[src/rtl/mpsoc_ahb3_master_port.sv]
// mpsoc_ahb3_master_port: valid/ready command stream to pipelined single AHB3-Lite transfers.
// Define MPSOC_AHB3_MASTER_STATS_EN to add saturating transfer/error counters.
module mpsoc_ahb3_master_port #(
    parameter int         PLEN          = 64,
    parameter int         XLEN          = 64,
    parameter logic [3:0] HPROT_DEFAULT = 4'b0011
) (
    input  logic            HCLK,
    input  logic            HRESETn,
    input  logic            cmd_valid,
    output logic            cmd_ready,
    input  logic            cmd_write,
    input  logic [PLEN-1:0] cmd_addr,
    input  logic [2:0]      cmd_size,
    input  logic [XLEN-1:0] cmd_wdata,
    input  logic [3:0]      cmd_prot,
    input  logic            cmd_lock,
    output logic            rsp_valid,
    output logic            rsp_write,
    output logic [XLEN-1:0] rsp_rdata,
    output logic            rsp_err,
    output logic            HSEL,
    output logic [PLEN-1:0] HADDR,
    output logic [XLEN-1:0] HWDATA,
    input  logic [XLEN-1:0] HRDATA,
    output logic            HWRITE,
    output logic [2:0]      HSIZE,
    output logic [2:0]      HBURST,
    output logic [3:0]      HPROT,
    output logic [1:0]      HTRANS,
    output logic            HMASTLOCK,
    input  logic            HREADY,
    input  logic            HRESP
`ifdef MPSOC_AHB3_MASTER_STATS_EN
    ,
    input  logic            stat_clr,
    output logic [31:0]     stat_xfer_cnt,
    output logic [31:0]     stat_err_cnt
`endif
);
    logic            nonseq, replay, err_cycle1, dp_valid, dp_write, accept;
    logic [XLEN-1:0] ap_wdata;

    assign cmd_ready = HREADY && !err_cycle1 && !replay;
    assign accept    = cmd_valid && cmd_ready;
    assign HTRANS    = {nonseq, 1'b0};
    assign HSEL      = nonseq;
    assign HBURST    = 3'b000;

    always_ff @(posedge HCLK or negedge HRESETn) begin
        if (!HRESETn) begin
            nonseq     <= 1'b0;
            replay     <= 1'b0;
            err_cycle1 <= 1'b0;
            dp_valid   <= 1'b0;
            dp_write   <= 1'b0;
            ap_wdata   <= '0;
            HADDR      <= '0;
            HWDATA     <= '0;
            HWRITE     <= 1'b0;
            HSIZE      <= 3'b000;
            HPROT      <= HPROT_DEFAULT;
            HMASTLOCK  <= 1'b0;
            rsp_valid  <= 1'b0;
            rsp_write  <= 1'b0;
            rsp_rdata  <= '0;
            rsp_err    <= 1'b0;
        end else begin
            rsp_valid <= HREADY && dp_valid;
            if (HREADY && dp_valid) begin
                rsp_write <= dp_write;
                rsp_err   <= HRESP;
                if (!dp_write) rsp_rdata <= HRDATA;
            end
            if (!HREADY) begin
                // first ERROR cycle: pull the pending address phase off the bus and keep it for replay
                if (HRESP && dp_valid && !err_cycle1) begin
                    err_cycle1 <= 1'b1;
                    nonseq     <= 1'b0;
                    replay     <= nonseq;
                end
            end else if (err_cycle1) begin
                err_cycle1 <= 1'b0;
                dp_valid   <= 1'b0;
                nonseq     <= replay;
            end else begin
                dp_valid <= nonseq;
                replay   <= 1'b0;
                nonseq   <= accept;
                if (nonseq) begin
                    dp_write <= HWRITE;
                    HWDATA   <= ap_wdata;
                end
                if (accept) begin
                    HADDR     <= cmd_addr;
                    HWRITE    <= cmd_write;
                    HSIZE     <= cmd_size;
                    HPROT     <= cmd_prot;
                    HMASTLOCK <= cmd_lock;
                    ap_wdata  <= cmd_wdata;
                end else begin
                    HPROT     <= HPROT_DEFAULT;
                    HMASTLOCK <= 1'b0;
                end
            end
        end
    end

`ifdef MPSOC_AHB3_MASTER_STATS_EN
    always_ff @(posedge HCLK or negedge HRESETn) begin
        if (!HRESETn) begin
            stat_xfer_cnt <= '0;
            stat_err_cnt  <= '0;
        end else if (stat_clr) begin
            stat_xfer_cnt <= '0;
            stat_err_cnt  <= '0;
        end else if (rsp_valid) begin
            if (stat_xfer_cnt != '1) stat_xfer_cnt <= stat_xfer_cnt + 1'b1;
            if (rsp_err && stat_err_cnt != '1) stat_err_cnt <= stat_err_cnt + 1'b1;
        end
    end
`endif
endmodule

[config.mk]
export PLATFORM = sky130hd
export DESIGN_NAME = mpsoc_ahb3_master_port
export DESIGN_NICKNAME = d
export VERILOG_FILES = /design/src/rtl/mpsoc_ahb3_master_port.sv
export SDC_FILE = /design/constraint.sdc
export NUM_CORES = 1
export LEC_CHECK = 0
export CORE_AREA = 2 2 161 163
export CTS_CLUSTER_DIAMETER = 40
export DETAILED_ROUTE_END_ITERATION = 10
export DIE_AREA = 0 0 163 165
export PLACE_DENSITY = 0.77
export SETUP_SLACK_MARGIN = 0.2
export SLEW_MARGIN = 20
export SYNTH_ARGS = -nofsm -noshare
export SYNTH_HDL_FRONTEND = slang
export SYNTH_SLANG_ARGS = --single-unit
[constraint.sdc]
create_clock -name HCLK -period 4.7 [get_ports HCLK]
set_clock_uncertainty 0.1 [all_clocks]
set_input_delay 0.705 -clock HCLK [delete_from_list [all_inputs] [get_ports HCLK]]
set_output_delay 0.705 -clock HCLK [all_outputs]
set_load 0.01 [all_outputs]
Word-level counts from Yosys, hierarchy flattened
Index checks and enable logic that the tools add are counted.
{ "classes": {"n_eq_ne": 1, "mux": 11, "bitwise_logic": 2, "reduce_logical": 14} }
{ "op_table": {"columns": ["operator", "n"], "rows": [
  ["1-bit 2-to-1 mux", 10],
  ["1-bit logical AND", 6],
  ["2-bit AND reduction", 3],
  ["3-bit AND reduction", 2],
  ["4-bit 2-to-1 mux", 1],
  ["1-bit zero test", 2],
  ["2-bit inequality test, second input constant", 1],
  ["1-bit NOT", 2],
  ["2-bit nonzero test", 1]
]} }
{ "totals": {"regBits": 273, "in_bits": 206, "output_inout_bits": 211, "wordCells": 44} }

Logic depth before layout (Yosys ltp)
Gate-level depths: netlist of run 1.
{ "logic_depth": {"depth_word": 6, "ltp_mapped": 6, "depth_no_buf": 3} }

Worst setup path after synthesis of run 1
OpenSTA, ideal clock, no wires.
{ "synth_path": {"kind": "input to output", "start": "in HREADY", "end": "out cmd_ready", "arrival_time_ns": 1.236, "required_ns": 3.895, "path_slack_ns": 2.659, "cell_stages": 2, "path_buffers": 1, "cell_sequence": "buf_2 > nor3b_1"} }
{ "synth_via": {"elab_chain_len": 2} }
{ "synth_lines": {"columns": ["element", "line", "source"], "rows": [
  ["from (decl)", "32", "input logic HREADY,"],
  ["1-bit logical AND (2 in series)", "44", "assign cmd_ready = HREADY && !err_cycle1 && !replay;"],
  ["to (decl)", "11", "output logic cmd_ready,"]
]} }
Every way passes these cells.

Final worst setup path of run 1
Same ends and word-level chain as after synthesis.

==> results of run 1 <==
critical path, delay by kind of cell:
family	cells	cell delay [ns]
buffers and inverters	2	1.29
AND/OR/NAND/NOR	1	0.30
state kept, by name, summed over array words and instances, names as in the netlist:
register / cells
replay: 1
HADDR: 64
HWRITE: 1
rsp_valid: 1
err_cycle1: 1
rsp_err: 1
HWDATA: 64
HMASTLOCK: 1
HPROT: 4
ap_wdata: 64
rsp_rdata: 64
rsp_write: 1
HSIZE: 3
HSEL: 1
dp_valid: 1
dp_write: 1
cell usage after synthesis, drive strengths merged (2+ instances only):
cell	instances
dfstp	2
nand2	6
dfrtp	271
buf	35
inv	2
mux2	262
o22a	2
a22o	3
o21ai	3
a21oi	4
nor2	3
routing by layer:
metal	vias up	share of wire	global-route usage
met1	3281	0.39	0.2279
met4	0	0.036	0.08126
li1	2980	-	-
met5	-	0	0
met3	61	0.076	0.05801
met2	243	0.50	0.3251
power by group through the flow:
stage               Combinational (W)  Sequential, W  Clock [W]
global placement              0.00314        0.00364          0
global route                  0.00335        0.00377    0.00306
CTS                           0.00321        0.00366    0.00295
floorplan                    0.000921        0.00397          0
detailed placement            0.00319        0.00368          0
finish                        0.00316        0.00365    0.00288
kinds of logic after synthesis:
kind of cell / count (synthesis) / share of synthesized area
and+or+nand+nor: 16 / 0.008717
AOI/OAI and AO/OA: 12 / 0.007627
DFF: 273 / 0.6612
muxes: 262 / 0.2963
buffers and inverters: 37 / 0.02578
other: 1 / 0.0003628
worst max path at each step:
stage	cells after the start	to	slack [ns]	start
floorplan	2	cmd_ready	2.66	HREADY
global placement	5	HWDATA[58]$_DFFE_PN0P_	1.59	HREADY
detailed placement	5	HWDATA[58]$_DFFE_PN0P_	1.56	HREADY
CTS	3	cmd_ready	1.61	HREADY
global route	3	cmd_ready	1.55	HREADY
finish	3	cmd_ready	1.60	HREADY
per-stage QoR:
stage / total power [W] / hold slack [ns] / cells / utilization / instance area, um2
CTS: 0.009819 / 0.08047 / 1388 / 0.6411 / 16050
finish: 0.009686 / 0.05495 / 1389 / 0.6412 / 16050
global route: 0.01017 / 0.09616 / 1389 / 0.6412 / 16050
global placement: 0.006784 / 0.3628 / 1318 / 0.5887 / 14740
floorplan: 0.004886 / 0.3094 / 604 / - / 10350
detailed placement: 0.006868 / 0.3720 / 1318 / 0.5887 / 14740
final cells by class:
cell class              count  area share
flip-flops and latches    273      0.4257
repair buffers            419      0.2628
multi-input cells         294      0.2034
clock buffers              46     0.06632
well taps                 330     0.02572
clock inverters            24     0.01543
inverters                   2   0.0004676
diodes                      1   0.0001559
==> flow_summary.toml, run 1 <==
[cells_and_area]
regArea_um2 = 6834
multiInputGateArea_um2 = 3266
layout_common_cells = "clkdlybuf4s50_1 (411), dfrtp_1 (271), mux2_2 (160), mux2_1 (72), clkbuf_16 (41)"
nFillCells = 1879
fin_nets = 1235
syn2layout_area_growth_pct = 55.32
layout-drive-gt1-share = 0.2552
layout_commonest_cell = "clkdlybuf4s50_1"

[timing]
period_share = 0.6598
setup_slack_ns = 1.599
setup_violations = 0
timing.slew.headroom = 0.4158
final_max_slew_viol_count = 0
rsz0062_at_grt = "no"
worstMarginPinSlew_ns = 0.8763
fin_crit_ns = 3.101
max_freq_ghz = 0.3225
final_hold_viol_count = 0
final.setup.tns_ns = 0

[critical_path]
r2r_cells = 3
cp-start-kind = "primary input"
max_stage_delay_ns = 0.70
path_class = "primary input to output pin"
cp_slowest_cell = "clkdlybuf4s50_1"
cp.arrival_ns = 2.30
endpoint_kind = "output pin"
r2r_start = "err_cycle1$_DFFE_PN0P_"
path_cells = "clkdlybuf4s50_1 -> nor3b_1 -> clkdlybuf4s50_1"
r2r_setup_slack_ns = 2.42
worst_r2r_endpoint = "ap_wdata[25]$_DFFE_PN0P_"
critPathMostFrequentCell = "clkdlybuf4s50_1"
crit_fanout = 11
crit_required_ns = 3.89

[clock_tree]
cts_setup_buffers = 0
numCtsBuffers = 39
cts_tree = "yes"
root_buffer = "clkbuf_16"
clock_path_buffers = 3
holdBufCountCts = 0
path_clk_slew_ns = 0.05
clkLatencyLatePin_ns = 0.50
clock-sinks = 273
cts_resized = 0
h-tree-depth = 2

[synth]
synth_cells = 601
synth_edf_count = 0
yosysSeqAreaShare = 0.6612
syn_area_um2 = 10340
yosys_warnings = 0
yosys_most_used_dff = "dfrtp_1"
synth.distinct_cells = 23
synth.area.top_cells = "dfrtp_1 (66%), mux2_2 (17%), mux2_1 (7.8%), mux2_4 (4.4%), buf_6 (0.98%)"
syn-mean-instance-area_um2 = 17.20
yosys.area.top_type = "dfrtp_1"
synthArstFlopShare = 1.000
synth_top_area_frac = 0.6561
ys_ff_latch = 273

[power]
seqPwrFrac = 0.377
peakVddDrop_uv = 365.8
p_sw_w = 0.002658
comb_power_share = 0.326
cellPowerDensity_nw_per_um2 = 603.3
power.share.clock = 0.297
p_sw_frac = 0.2744
internal_power_w = 0.007028
p_leak_nw = 6.757

[placement]
dpl_worst_slack_ns = 1.557
hpwl_um = 18560
numPortBuffers = 412
place_congestion = 0.8064

[grt]
antenna_found_initial = 1
track_usage = 0.1919
grt_pass1_vias = 7090
grt_pass1_wl_um = 40000
gr-total-overflow = 0
grt_max_degree = 98

[floorplanning]
initial_core_util = 0.4128
die-area_um2 = 26900
die_y_um = 165
ios = 417
num_rows = 58
fp.dieW_um = 163
core-area_um2 = 25040

[detailed_routing]
finalWirelength_um = 26280
first_pass_iters = 4
wl_per_cell_um = 18.92
ant_nets = 0
drt-initial-drc-count = 369
viasPerCell = 4.726
drc_errors = 0
dr_total_vias = 6565

[job]
maxCapViolCount = 0

[worst_hold_path]
hold_path_class = "primary input to asynchronous set/reset pin"

[run_status]
status = "completed"
No activity file was read; power rests on OpenSTA's default activity.
==> run 2: changes to the inputs <==
- CORE_AREA: 2 2 161 163 -> default
- CORE_UTILIZATION: default -> 39
- DIE_AREA: 0 0 163 165 -> default
- PLACE_DENSITY: 0.77 -> 0.76
- clock period: 4.7 -> 2.7 ns (I/O delays scaled with it)
==> run 2 against run 1 <==
- worst hold slack gained 0.32 ns
- design area grew 1.8%
- register-to-register slack lost 1.6 ns
- final cell count grew 1.0%
- clock power grew 89%
- die area grew 0.98%
- wire length shrank 0.73%
- critical endpoint unchanged
- largest cell class unchanged
- highest routed layer unchanged
==> flow_summary.toml, run 2 (synthesis results as in run 1) <==
[run_status]
status = "completed"

[grt]
antenna_found_initial = 0
track_usage = 0.1898
gr-total-overflow = 0
grt_pass1_wl_um = 39140
grt_max_degree = 76
grt_pass1_vias = 6844

[critical_path]
path_cells = "clkdlybuf4s50_1 -> nor3b_1 -> clkdlybuf4s50_1"
r2r_cells = 4
r2r_start = "err_cycle1$_DFFE_PN0P_"
critPathMostFrequentCell = "clkdlybuf4s50_1"
crit_fanout = 6
endpoint_kind = "output pin"
crit_required_ns = 2.19
cp-start-kind = "primary input"
max_stage_delay_ns = 0.60
r2r_setup_slack_ns = 0.81
path_class = "primary input to output pin"
cp_slowest_cell = "clkdlybuf4s50_1"
cp.arrival_ns = 1.90
worst_r2r_endpoint = "ap_wdata[41]$_DFFE_PN0P_"

[clock_tree]
h-tree-depth = 2
numCtsBuffers = 39
clkLatencyLatePin_ns = 0.49
root_buffer = "clkbuf_16"
clock-sinks = 273
cts_tree = "yes"
path_clk_slew_ns = 0.05
clock_path_buffers = 3

[floorplanning]
die-area_um2 = 27160
die_y_um = 164.8
initial_core_util = 0.3966
core-area_um2 = 26060
num_rows = 59
fp.dieW_um = 164.8
ios = 417

[worst_hold_path]
hold_path_class = "primary input to asynchronous set/reset pin"

[cells_and_area]
num_antenna_cells = 0
nFillCells = 1954
fin_area_um2 = 16340
layout-drive-gt1-share = 0.2612
layout_common_cells = "clkdlybuf4s50_1 (411), dfrtp_1 (271), mux2_2 (160), mux2_1 (72), clkbuf_16 (41)"
layout_commonest_cell = "clkdlybuf4s50_1"
fin_nets = 1246
final_util = 0.6270
syn2layout_area_growth_pct = 58.08

[timing]
max_freq_ghz = 0.4161
fin_crit_ns = 2.403
rsz0062_at_grt = "no"
period_share = 0.8900
worstMarginPinSlew_ns = 0.5785
setup_violations = 0
final_hold_viol_count = 0
final_max_slew_viol_count = 0
final.setup.tns_ns = 0
timing.slew.headroom = 0.6144

[power]
p_sw_frac = 0.2651
p_leak_nw = 6.898
p_sw_w = 0.004590
comb_power_share = 0.319
total_power_w = 0.01732
power.share.clock = 0.314
peakVddDrop_uv = 803.6
seqPwrFrac = 0.367
cellPowerDensity_nw_per_um2 = 1060
internal_power_w = 0.01273

[detailed_routing]
dr_total_vias = 6592
finalWirelength_um = 26090
viasPerCell = 4.699
drc_errors = 0
drt-initial-drc-count = 339
first_pass_iters = 4
ant_nets = 0
wl_per_cell_um = 18.59

[placement]
place_area_um2 = 14910
numPortBuffers = 412
hpwl_um = 18810
place_congestion = 0.7865

[job]
maxCapViolCount = 0
[run 2: changes by cell type in the layout (fill, tap and decap cells not counted), moves of 3 or more]
cell / before / now
inv_8: 0 / 3
clkinv_4: 7 / 2
buf_4: 4 / 7
buf_12: 3 / 10
bufinv_16: 3 / 7
clkbuf_8: 2 / 5
[run 2: how the worst max path moves through the flow]
stage | from | to | slack (ns) | cells after the start
finish | HREADY | cmd_ready | 0.30 | 3
detailed placement | HREADY | cmd_ready | 0.32 | 3
floorplan | HREADY | rsp_rdata[0]$_DFFE_PN0P_ | 1.02 | 6
CTS | err_cycle1$_DFFE_PN0P_ | cmd_ready | 0.29 | 2
global placement | HREADY | cmd_ready | 0.30 | 3
global route | err_cycle1$_DFFE_PN0P_ | cmd_ready | 0.23 | 2
[run 2: power groups by stage]
stage,clock [W],sequential (W),combinational (W)
2_1_floorplan,0,0.00690,0.00160
3_3_place_gp,0,0.00635,0.00550
3_5_place_dp,0,0.00642,0.00559
4_1_cts,0.00555,0.00638,0.00562
5_1_grt,0.00576,0.00656,0.00588
6_report,0.00543,0.00635,0.00553
[run 2: what timing repair did]
item / 4_1_cts / 5_1_grt
setup buffers: 0 / 0
resized for setup: 0 / 0
hold buffers: 1 / 0
hold endpoints to repair: 68 / 0
[run 2: area by class of cell]
type / count / area (um2) / area share
sequential: 273 / 6834 / 0.4183
multi-input combinational: 294 / 3266 / 0.1999
clock inverter: 20 / 315.3 / 0.01930
inverter: 2 / 7.507 / 0.0004595
tap: 335 / 419.2 / 0.02565
clock buffer: 49 / 1106 / 0.06769
timing repair buffer: 430 / 4392 / 0.2688
[run 2: critical path, delay by kind of cell]
family	cells	cell delay, ns
and+or+nand+nor	1	0.30
buffers and inverters	2	1.19
[run 2: metrics by stage]
step,std cells,hold slack (ns),worst slack [ns]
after floorplan,604,0.009409,1.022
after global placement,1333,0.3300,0.3031
after detailed placement,1333,0.3342,0.3158
after CTS,1403,0.3636,0.2927
after global routing,1403,0.3765,0.2319
final,1403,0.3707,0.2970
[run 2: per-layer routing]
metal / share of wire / track usage
met3: 0.073 / 0.05776
met2: 0.50 / 0.3117
met4: 0.028 / 0.07048
met5: 0 / 0
met1: 0.40 / 0.2352
